## src/rtl/regfile_sb_if.sv

```systemverilog
// ============================================================================
//  Module   : regfile_sb_if
//  Purpose  : Read, writeback, claim and debug signals of the scoreboarded
//             register file.
//  Revision : 1.0  initial release
// ============================================================================
`default_nettype none

interface regfile_sb_if #(
    parameter int DATA_W = 16,
    parameter int ADDR_W = 3,
    parameter int NRD    = 2
);
    localparam int c_LANES = DATA_W / 8;
    localparam int c_NREGS = 2 ** ADDR_W;

    logic [NRD*ADDR_W-1:0]     rd_addr;
    logic [NRD*DATA_W-1:0]     rd_data;
    logic [NRD-1:0]            rd_busy;
    logic                      wr_en;
    logic [ADDR_W-1:0]         wr_addr;
    logic [c_LANES-1:0]        wr_be;
    logic [DATA_W-1:0]         wr_data;
    logic                      claim_en;
    logic [ADDR_W-1:0]         claim_addr;
    logic                      claim_ok;
    logic                      wr_stray;
    logic [c_NREGS-1:0]        busy_vec;
    logic [c_NREGS*DATA_W-1:0] dbg_regs;

    modport master (
        output rd_addr, wr_en, wr_addr, wr_be, wr_data, claim_en, claim_addr,
        input  rd_data, rd_busy, claim_ok, wr_stray, busy_vec, dbg_regs
    );

    modport slave (
        input  rd_addr, wr_en, wr_addr, wr_be, wr_data, claim_en, claim_addr,
        output rd_data, rd_busy, claim_ok, wr_stray, busy_vec, dbg_regs
    );
endinterface

`default_nettype wire

```

## src/rtl/regfile_sb.sv

```systemverilog
// ============================================================================
//  Module   : regfile_sb
//  Purpose  : Byte-writable register file with write-to-read bypass and a
//             per-register busy scoreboard for issue-stage claims.
//  Revision : 1.0  initial release
// ============================================================================
`default_nettype none

module regfile_sb #(
    parameter int DATA_W  = 16,
    parameter int ADDR_W  = 3,
    parameter int NRD     = 2,
    parameter int BYPASS  = 1,
    parameter int R0_ZERO = 0
) (
    input wire          clk,
    input wire          rst,
    regfile_sb_if.slave bus
);
    localparam int   c_LANES = DATA_W / 8;
    localparam int   c_NREGS = 2 ** ADDR_W;
    localparam logic c_BYP   = (BYPASS != 0);
    localparam logic c_R0Z   = (R0_ZERO != 0);

    logic [DATA_W-1:0]  r_regs [c_NREGS];
    logic [c_NREGS-1:0] r_busy;
    logic               r_wr_stray;

    logic               w_wr_r0;
    logic               w_claim_r0;
    logic               w_claim_ok;
    logic               w_claim_set;
    logic               w_data_we;
    logic               w_stray_next;
    logic [c_NREGS-1:0] w_busy_next;

    assign w_wr_r0      = c_R0Z && (bus.wr_addr == '0);
    assign w_claim_r0   = c_R0Z && (bus.claim_addr == '0);
    assign w_claim_ok   = bus.claim_en & (w_claim_r0 | ~r_busy[bus.claim_addr] |
                          (bus.wr_en & (bus.wr_addr == bus.claim_addr)));
    assign w_claim_set  = w_claim_ok & ~w_claim_r0;
    assign w_data_we    = bus.wr_en & ~w_wr_r0;
    assign w_stray_next = bus.wr_en & ~w_wr_r0 & ~r_busy[bus.wr_addr];

    // Set is applied after release so a same-register claim+write stays busy.
    always_comb begin
        w_busy_next = r_busy;
        if (bus.wr_en) begin
            w_busy_next[bus.wr_addr] = 1'b0;
        end
        if (w_claim_set) begin
            w_busy_next[bus.claim_addr] = 1'b1;
        end
    end

    always_ff @(posedge clk) begin
        if (rst) begin
            for (int n = 0; n < c_NREGS; n++) begin
                r_regs[n] <= '0;
            end
            r_busy     <= '0;
            r_wr_stray <= 1'b0;
        end else begin
            if (w_data_we) begin
                for (int k = 0; k < c_LANES; k++) begin
                    if (bus.wr_be[k]) begin
                        r_regs[bus.wr_addr][k*8 +: 8] <= bus.wr_data[k*8 +: 8];
                    end
                end
            end
            r_busy     <= w_busy_next;
            r_wr_stray <= w_stray_next;
        end
    end

    for (genvar i = 0; i < NRD; i++) begin : g_rd
        logic [ADDR_W-1:0] w_addr;
        logic              w_hit;
        logic [DATA_W-1:0] w_data;

        assign w_addr = bus.rd_addr[i*ADDR_W +: ADDR_W];
        assign w_hit  = c_BYP && bus.wr_en && (bus.wr_addr == w_addr);

        always_comb begin
            w_data = r_regs[w_addr];
            for (int k = 0; k < c_LANES; k++) begin
                if (w_hit && bus.wr_be[k]) begin
                    w_data[k*8 +: 8] = bus.wr_data[k*8 +: 8];
                end
            end
            if (c_R0Z && (w_addr == '0)) begin
                w_data = '0;
            end
        end

        assign bus.rd_data[i*DATA_W +: DATA_W] = w_data;
        // A pending write to this register releases it in the same cycle.
        assign bus.rd_busy[i] = r_busy[w_addr] & ~w_hit;
    end

    for (genvar n = 0; n < c_NREGS; n++) begin : g_dbg
        assign bus.dbg_regs[n*DATA_W +: DATA_W] = r_regs[n];
    end

    assign bus.claim_ok = w_claim_ok;
    assign bus.wr_stray = r_wr_stray;
    assign bus.busy_vec = r_busy;

endmodule

`default_nettype wire

```

## src/flat_wrapper.sv

```systemverilog
// flat-port wrapper written by rule: the top's interface ports become plain ports
module regfile_sb_flat 
#(
    parameter int DATA_W  = 16,
    parameter int ADDR_W  = 3,
    parameter int NRD     = 2,
    parameter int BYPASS  = 1,
    parameter int R0_ZERO = 0
)
  (clk, rst, bus_rd_addr, bus_wr_en, bus_wr_addr, bus_wr_be, bus_wr_data, bus_claim_en, bus_claim_addr, bus_rd_data, bus_rd_busy, bus_claim_ok, bus_wr_stray, bus_busy_vec, bus_dbg_regs);
  regfile_sb_if #(.DATA_W(DATA_W), .ADDR_W(ADDR_W), .NRD(NRD)) bus_i ();
  input wire clk;
  input wire rst;
  input wire logic [$bits(bus_i.rd_addr)-1:0] bus_rd_addr;
  input wire logic [$bits(bus_i.wr_en)-1:0] bus_wr_en;
  input wire logic [$bits(bus_i.wr_addr)-1:0] bus_wr_addr;
  input wire logic [$bits(bus_i.wr_be)-1:0] bus_wr_be;
  input wire logic [$bits(bus_i.wr_data)-1:0] bus_wr_data;
  input wire logic [$bits(bus_i.claim_en)-1:0] bus_claim_en;
  input wire logic [$bits(bus_i.claim_addr)-1:0] bus_claim_addr;
  output wire logic [$bits(bus_i.rd_data)-1:0] bus_rd_data;
  output wire logic [$bits(bus_i.rd_busy)-1:0] bus_rd_busy;
  output wire logic [$bits(bus_i.claim_ok)-1:0] bus_claim_ok;
  output wire logic [$bits(bus_i.wr_stray)-1:0] bus_wr_stray;
  output wire logic [$bits(bus_i.busy_vec)-1:0] bus_busy_vec;
  output wire logic [$bits(bus_i.dbg_regs)-1:0] bus_dbg_regs;
  assign bus_i.rd_addr = bus_rd_addr;
  assign bus_i.wr_en = bus_wr_en;
  assign bus_i.wr_addr = bus_wr_addr;
  assign bus_i.wr_be = bus_wr_be;
  assign bus_i.wr_data = bus_wr_data;
  assign bus_i.claim_en = bus_claim_en;
  assign bus_i.claim_addr = bus_claim_addr;
  assign bus_rd_data = bus_i.rd_data;
  assign bus_rd_busy = bus_i.rd_busy;
  assign bus_claim_ok = bus_i.claim_ok;
  assign bus_wr_stray = bus_i.wr_stray;
  assign bus_busy_vec = bus_i.busy_vec;
  assign bus_dbg_regs = bus_i.dbg_regs;
  regfile_sb #(.DATA_W(DATA_W), .ADDR_W(ADDR_W), .NRD(NRD), .BYPASS(BYPASS), .R0_ZERO(R0_ZERO)) u_core (.clk(clk), .rst(rst), .bus(bus_i));
endmodule
```

## config.mk

```make
export PLATFORM = sky130hd
export DESIGN_NAME = regfile_sb_flat
export DESIGN_NICKNAME = d
export VERILOG_FILES = /design/src/rtl/regfile_sb_if.sv /design/src/rtl/regfile_sb.sv /design/src/flat_wrapper.sv
export SDC_FILE = /design/constraint.sdc
export NUM_CORES = 1
export LEC_CHECK = 0
export ABC_AREA = 1
export CAP_MARGIN = 20
export CELL_PAD_IN_SITES_DETAIL_PLACEMENT = 0
export CELL_PAD_IN_SITES_GLOBAL_PLACEMENT = 1
export CORE_ASPECT_RATIO = 1.1
export CORE_MARGIN = 8
export CORE_UTILIZATION = 35
export CTS_CLUSTER_DIAMETER = 100
export DETAILED_ROUTE_END_ITERATION = 12
export GPL_ROUTABILITY_DRIVEN = 0
export GPL_TIMING_DRIVEN = 0
export PLACE_DENSITY_LB_ADDON = 0.1
export SKIP_LAST_GASP = 1
export SLEW_MARGIN = 20
export SYNTH_ARGS = -nofsm -noshare
export SYNTH_HDL_FRONTEND = slang
export SYNTH_SLANG_ARGS = --single-unit
```

## constraint.sdc

```tcl
create_clock -name clk -period 3.4 [get_ports clk]
set_input_delay 0.68 -clock clk [delete_from_list [all_inputs] [get_ports clk]]
set_output_delay 0.68 -clock clk [all_outputs]
set_load 0.01 [all_outputs]
```

Word-level counts from Yosys, hierarchy flattened

Memories as Yosys holds them, arrays and structs flattened.
Cells that the tools add are included.

Add/subtract/negate cells: 0
Multiply operators: 0
Div/mod/pow operators: 0
Magnitude comparators: 6
Eq/ne operators: 3
Shift operators: 0
Mux-type cells: 31
Bitwise logic cells: 13
Reductions and logical operators: 9

Operator list:

| cell               | count |
|---|---|
| $mux 8             | 6 |
| $lt 3x4->1 const B | 4 |
| $mux 1             | 16 |
| $mux 16            | 1 |
| $reduce_or 16->1   | 1 |
| $bmux 1 s3         | 4 |
| $eq 3x3->1         | 3 |
| $and 8x8->8        | 1 |
| $logic_and 1x1->1  | 8 |
| $not 8->8          | 1 |
| $or 8x8->8         | 1 |
| $demux 1 s3        | 2 |
| $ge 3x1->1 const B | 2 |
| $and 1x1->1        | 5 |
| $not 1->1          | 4 |
| $mux 3             | 1 |
| $mux 2             | 1 |
| $or 1x1->1         | 1 |

Register bits after elaboration: 9
Bits in latches: 0
RAM bits: 128
Bits in read-only memories: 0
Input port bits: 34
Memories kept: 1

Memories:

| memory        | words | bits a word | rd ports | clocked after Yosys merged registers in | write ports | RTL line         | text |
|---|---|---|---|---|---|---|---|
| u_core.r_regs | 8     | 16          | 10       | 0                                       | 8           | regfile_sb.sv:25 | `logic [DATA_W-1:0] r_regs [c_NREGS];` |

Logic depth before layout (Yosys ltp)

Gate-level depths: netlist of run 1.

Word-level depth: 9
Depth in mapped cells: 10

Worst setup path before layout of run 1

OpenSTA, ideal clock, no wires.

Kind: input to output
From: input bus_wr_addr[2]
To: output bus_rd_data[13]
Data arrival time: 1,644 ps
Data required time: 2,720 ps
Slack: 1,076 ps
Stages: 9
Buffers on the path: 2
Cells stage by stage: buf_6 > clkinv_2 > nand2_1 > a21oi_1 > nand2_2 > nor2_4 > buf_6 > nand2_1 > o21a_1

Cells in the longest elaborated chain, start to end: 4

Ends and longest elaborated chain:

| what               | RTL line           | text |
|---|---|---|
| start: declaration | flat_wrapper.sv:16 | `input wire logic [$bits(bus_i.wr_addr)-1:0] bus_wr_addr;` |
| $eq 3x3->1         | regfile_sb.sv:82   | `assign w_hit = c_BYP && bus.wr_en && (bus.wr_addr == w_addr);` |
| $logic_and 1x1->1  | regfile_sb.sv:82   |  |
| $logic_and 1x1->1  | regfile_sb.sv:87   | `if (w_hit && bus.wr_be[k]) begin` |
| $mux 8             | regfile_sb.sv:87   |  |
| end: declaration   | flat_wrapper.sv:21 | `output wire logic [$bits(bus_i.rd_data)-1:0] bus_rd_data;` |

No other way between the ends.

Worst setup path after layout of run 1

From: input bus_rd_addr[3]
To: output bus_rd_data[19]

Cells in the longest elaborated chain, start to end: 4
Elaborated cells between the ends (all ways): 5
Classes of those cells: eq/ne (1); mux (1); reduce/logical (2); memory (1)

Ends and longest elaborated chain:

| what                                                 | RTL line           | text |
|---|---|---|
| start: declaration                                   | flat_wrapper.sv:14 | `input wire logic [$bits(bus_i.rd_addr)-1:0] bus_rd_addr;` |
| branches (longest 3 deep; another with $mem_v2 8x16) | n/a                |  |
| $mux 8 (*)                                           | regfile_sb.sv:87   |  |

Every way passes the cells marked *.

==> results.py, run 1 <==
metrics = {
    "flow_run": {
        "max-cap-violations": 0,
    },
    "drt": {
        "avgRoutedWirePerCell_um": 22.7,
        "first_pass_iters": 5,
        "drtAntennaViolNets": 0,
        "routed_wl_mm": 36.2,
        "vias": 8616,
        "drc": 0,
        "drt_iter0_markers": 756,
        "vias_per_cell": 5.41,
    },
    "timing": {
        "maxSlewViolCount": 0,
        "setup_viol_count_final": 0,
        "grt_setup_unrepaired": "true",
        "max_freq_ghz": 0.295,
        "tightest_slew_ps": 965,
        "skew_ps": 0.635,
        "relSlewSlack": 0.352,
        "fin_crit_sh": 0.997,
        "hold_violations": 0,
        "min_period_ps": 3390,
        "fin_hold_ws_ps": 534,
    },
    "global_route": {
        "grt_max_degree": 17,
        "antenna_found_initial": 0,
        "track_usage": 0.250,
        "grt_pass1_vias": 8549,
        "grt_pass1_wl_mm": 53.5,
        "grt_overflow": 0,
    },
    "synthesis": {
        "ys_ff_latch": 137,
        "yosysUniqueCellTypes": 31,
        "synth.net_count": 1088,
        "seq_area_frac_synth": 0.490,
        "syn_inst": 1054,
        "ys_warn_count": 0,
        "syn_area_per_cell_um2": 7.79,
        "synth_area_um2": 8210,
    },
    "cts": {
        "clk_pin_slew_worst_paths_ps": 60,
        "cts_buffers": 17,
        "htree_levels": 4,
        "insertion_delay_ps": 430,
        "cts_tree": "built",
        "root_buffer": "clkbuf_16",
        "hold_buffers": 0,
        "clock_sinks": 137,
        "cts_max_path_buffers": 2,
    },
    "floorplan": {
        "die_w_um": 162,
        "die-area_um2": 28600,
        "pin_count": 206,
        "row_count": 58,
        "start_util": 0.358,
        "coreArea_um2": 22900,
        "dieHeight_um": 177,
    },
    "pwr": {
        "ir_drop_uv": 353,
        "p_leak_uw": 0.00441,
        "power.density_nw_per_um2": 431,
        "p_total_uw": 4850,
    },
    "cells_and_area": {
        "fin_util": 0.491,
        "layout_common_cells": "nor2_1, nand2_1, o21ai_0",
        "area_growth_pct": 37.1,
        "final_common_cell": "nor2_1",
        "nNetsFinal": 1314,
        "fillCellCount": 2377,
        "layout-drive-gt1-share": 0.0974,
        "instances_no_fill": 1593,
        "post-route-cell-area_um2": 11200,
        "n_antenna_cell": 0,
    },
    "hold_path": {
        "min_path_type": "in -> reg",
    },
    "placement": {
        "placed_area_um2": 10500,
        "io_buffers": 196,
        "dp.cells": 1550,
        "place_hpwl_mm": 28.0,
    },
    "status": {
        "status": "completed",
    },
    "critical_path": {
        "critPathArrivalTime_ps": 2710,
        "setup.worst_path.end_class": "output port",
        "path_class": "in -> out",
        "start_kind": "input pin",
        "critPathRequiredTime_ps": 2720,
        "crit_fanout": 10,
    },
}
-- stage by stage --
stage | setup slack, ps | setup TNS, ps
after detailed placement | -390 | -9050
after global routing | -115 | -456
after global placement | -380 | -8890
after CTS | -3.95 | -3.95
after floorplan | 1080 | 0
final | 11.5 | 0
-- worst max-delay path, cell delays in order --
cell and delay (ps):
dlygate4sd2_1 300, buf_6 170, buf_6 150, buf_6 160, a21oi_1 140, o21ai_0 150
o21ai_1 130, nand2_1 70, nand2_1 50, o21ai_0 80, nand2_1 90, clkdlybuf4s50_1 540
-- Yosys cell counts, drive strengths merged --
| library cell | instances | area (µm²) |
|---|---|---|
| nand2 | 213 | 842 |
| o22ai | 2 | 12.5 |
| clkinv | 19 | 72.6 |
| a21oi | 85 | 429 |
| a21boi | 1 | 7.51 |
| dfxtp | 9 | 180 |
| o211ai | 2 | 15.0 |
| o21a | 16 | 120 |
| clkbuf | 24 | 95.1 |
| nand4 | 5 | 31.3 |
| xnor2 | 1 | 8.76 |
| edfxtp | 128 | 3840 |
| xor2 | 1 | 8.76 |
| nor4 | 1 | 6.26 |
| inv | 51 | 191 |
| nor2 | 211 | 837 |
| nor3 | 12 | 60.1 |
| o21ai | 220 | 1100 |
| buf | 39 | 262 |
| nand3 | 14 | 82.6 |
-- area by class of cell --
type	count	area, µm²	area share
timing repair buffer	207	2040	0.181
buffer	62	393	0.0349
inverter	70	268	0.0238
clock buffer	17	425	0.0378
multi-input combinational	785	3590	0.319
tap	300	375	0.0334
clock inverter	15	136	0.0121
sequential	137	4020	0.358
-- path summary, 6_finish.rpt --
kind                     startpoint                     end  slack [ps]  cells after the start
max                  bus_rd_addr[3]         bus_rd_data[19]          10                     12
min                             rst  u_core.bus.busy_vec[6]         530                      2
max reg2reg  u_core.bus.busy_vec[5]  u_core.bus.busy_vec[3]        2110                      9
min reg2reg  u_core.bus.busy_vec[3]  u_core.bus.busy_vec[3]         540                      2
-- logic make-up (layout without fill, tap and decap cells) --
logic type / Yosys count / after routing / synth area share
and+or+nand+nor: 456 / 457 / 0.227
DFF: 137 / 137 / 0.490
buffers and inverters: 133 / 371 / 0.0756
AOI/OAI and AO/OA: 326 / 326 / 0.205
xor gates and xnor gates: 2 / 2 / 0.00213
-- layer usage --
metal | wire length (µm) | up-vias | global-route usage
met4 | 739 | 0 | 0.0776
met1 | 14800 | 4101 | 0.307
met5 | 0 | - | 0
li1 | - | 4029 | -
met2 | 17900 | 426 | 0.436
met3 | 2740 | 60 | 0.0468
-- power breakdown --
group | leakage (µW) | internal [µW] | total (µW) | switching (µW)
registers | 0.00129 | 1940 | 2030 | 93.5
logic | 0.00285 | 425 | 1020 | 593
clock network | 0.000263 | 960 | 1800 | 840
total | 0.00441 | 3330 | 4850 | 1530
-- sequential cells by signal (all words and copies together) (netlist names) --
| name | flops |
|---|---|
| u_core.bus.busy_vec | 8 |
| u_core.bus.wr_stray | 1 |
| u_core.r_regs | 128 |
-- what timing repair did --
item,CTS,global route
resized for setup,31,23
gates cloned,2,0
buffers inserted,8,2
endpoints found under the setup margin,34,22
pin swaps,3,1
Power figures use the tool's default switching activity.
==> run 2: changes to the inputs <==
--- a/config.mk
+++ b/config.mk
@@ -11,7 +11,8 @@
 export CELL_PAD_IN_SITES_GLOBAL_PLACEMENT = 1
 export CORE_ASPECT_RATIO = 1.1
 export CORE_MARGIN = 8
-export CORE_UTILIZATION = 35
+export CORE_UTILIZATION = 40
+export CTS_BUF_LIST = sky130_fd_sc_hd__clkbuf_4
 export CTS_CLUSTER_DIAMETER = 100
 export DETAILED_ROUTE_END_ITERATION = 12
 export GPL_ROUTABILITY_DRIVEN = 0
==> run 2 against run 1 <==
Clock power down 39%. Core utilization up 4.5 points. Combinational power about the same. Power down 15%. Worst setup slack worse by 1.2 ps. Critical path depth down 1. Largest cell class unchanged. Largest power group unchanged. Highest routed layer unchanged.
==> results.py, run 2 (same netlist as run 1, synthesis figures left out) <==
metrics = {
    "status": {
        "status": "completed",
    },
    "pwr": {
        "power.density_nw_per_um2": 379,
        "ir_drop_uv": 182,
        "p_total_uw": 4130,
        "p_leak_uw": 0.00429,
    },
    "global_route": {
        "grt_overflow": 0,
        "grt_pass1_wl_mm": 51.2,
        "grt_max_degree": 17,
        "antenna_found_initial": 1,
        "track_usage": 0.266,
        "grt_pass1_vias": 8454,
    },
    "drt": {
        "vias": 8546,
        "drt_iter0_markers": 869,
        "first_pass_iters": 5,
        "routed_wl_mm": 34.6,
        "avgRoutedWirePerCell_um": 22.4,
        "drtAntennaViolNets": 0,
        "vias_per_cell": 5.52,
        "drc": 0,
    },
    "critical_path": {
        "setup.worst_path.end_class": "output port",
        "critPathArrivalTime_ps": 2710,
        "path_class": "in -> out",
        "start_kind": "input pin",
        "critPathRequiredTime_ps": 2720,
        "crit_fanout": 10,
    },
    "cells_and_area": {
        "regMostFlops": "u_core.r_regs",
        "layout_common_cells": "nor2_1, nand2_1, o21ai_0",
        "layout-drive-gt1-share": 0.0945,
        "fillCellCount": 2026,
        "area_growth_pct": 32.9,
        "largest_reg_flops": 128,
        "final_common_cell": "nor2_1",
        "nNetsFinal": 1312,
    },
    "timing": {
        "maxSlewViolCount": 0,
        "fin_hold_ws_ps": 361,
        "hold_violations": 0,
        "min_period_ps": 3390,
        "grt_setup_unrepaired": "true",
        "fin_setup_tns_ps": 0,
        "skew_ps": 5.16,
        "max_freq_ghz": 0.295,
        "relSlewSlack": 0.408,
        "layout_setup_ws_ps": 10.3,
        "tightest_slew_ps": 881,
        "fin_crit_sh": 0.997,
        "setup_viol_count_final": 0,
    },
    "floorplan": {
        "row_count": 55,
        "dieHeight_um": 166,
        "coreArea_um2": 20400,
        "start_util": 0.403,
        "pin_count": 206,
        "die-area_um2": 25400,
        "die_w_um": 153,
    },
    "cts": {
        "cts_buffers": 17,
        "cts_max_path_buffers": 2,
        "clk_pin_slew_worst_paths_ps": 130,
        "cts_tree": "built",
        "insertion_delay_ps": 580,
        "root_buffer": "clkbuf_4",
        "hold_buffers": 0,
        "htree_levels": 4,
        "clock_sinks": 137,
    },
    "placement": {
        "place_hpwl_mm": 26.6,
        "dp_slack_ps": -399,
        "io_buffers": 196,
    },
    "hold_path": {
        "min_path_type": "in -> reg",
    },
    "flow_run": {
        "max-cap-violations": 0,
    },
}
==> run 2: layer usage <==
metal / track usage / vias up / wire, µm
li1: - / 4017 / -
met1: 0.323 / 4020 / 13700
met2: 0.451 / 442 / 16900
met3: 0.0619 / 67 / 3100
met4: 0.0982 / 0 / 925
met5: 0 / - / 0
==> run 2: layout make-up <==
cell class,instances,area [µm²],area share
Clock inverter,15,150,0.0138
Tap cell,256,320,0.0294
Clock buffer,17,128,0.0117
Sequential cell,137,4020,0.369
Multi-Input combinational cell,784,3570,0.327
Inverter,70,268,0.0246
Buffer,62,395,0.0363
Timing Repair Buffer,206,2050,0.188
Antenna cell,1,2.50,0.000229
==> run 2: critical path, stage by stage <==
cell and delay, ps:
dlygate4sd2_1 290, buf_6 170, inv_4 150, buf_4 240, nor2_1 60, o21ai_1 170
nand2_1 70, nand2_1 80, o21ai_0 150, nand2_1 110, clkdlybuf4s50_1 540
==> run 2: final timing paths <==
| check | to | from | depth (start not counted) | slack (ps) |
|---|---|---|---|---|
| setup / recovery | bus_rd_data[31] | bus_rd_addr[3] | 11 | 10 |
| hold / removal | u_core.bus.busy_vec[7] | rst | 2 | 360 |
| setup reg to reg | u_core.bus.busy_vec[6] | u_core.bus.busy_vec[5] | 9 | 2080 |
| hold reg to reg | u_core.bus.busy_vec[3] | u_core.bus.busy_vec[3] | 2 | 550 |
==> run 2: stage by stage <==
stage               cells  utilization  area [µm²]
global placement     1506        0.515       10500
floorplan            1054            -        8210
CTS                  1545        0.533       10800
global route         1548        0.535       10900
detailed placement   1506        0.515       10500
finish               1548        0.535       10900
==> run 2: timing repair <==
action / 4_1_cts / 5_1_grt
buffers inserted: 7 / 3
cloned: 0 / 0
endpoints found under the setup margin: 34 / 19
resized for setup: 27 / 18
pin swaps: 4 / 2
==> run 2: report_power, final <==
| group | internal (µW) | switching (µW) | leakage [µW] |
|---|---|---|---|
| Combinational | 425 | 578 | 0.00285 |
| Sequential | 1940 | 91.6 | 0.00129 |
| Clock | 330 | 773 | 0.000147 |
| Total | 2690 | 1440 | 0.00429 |
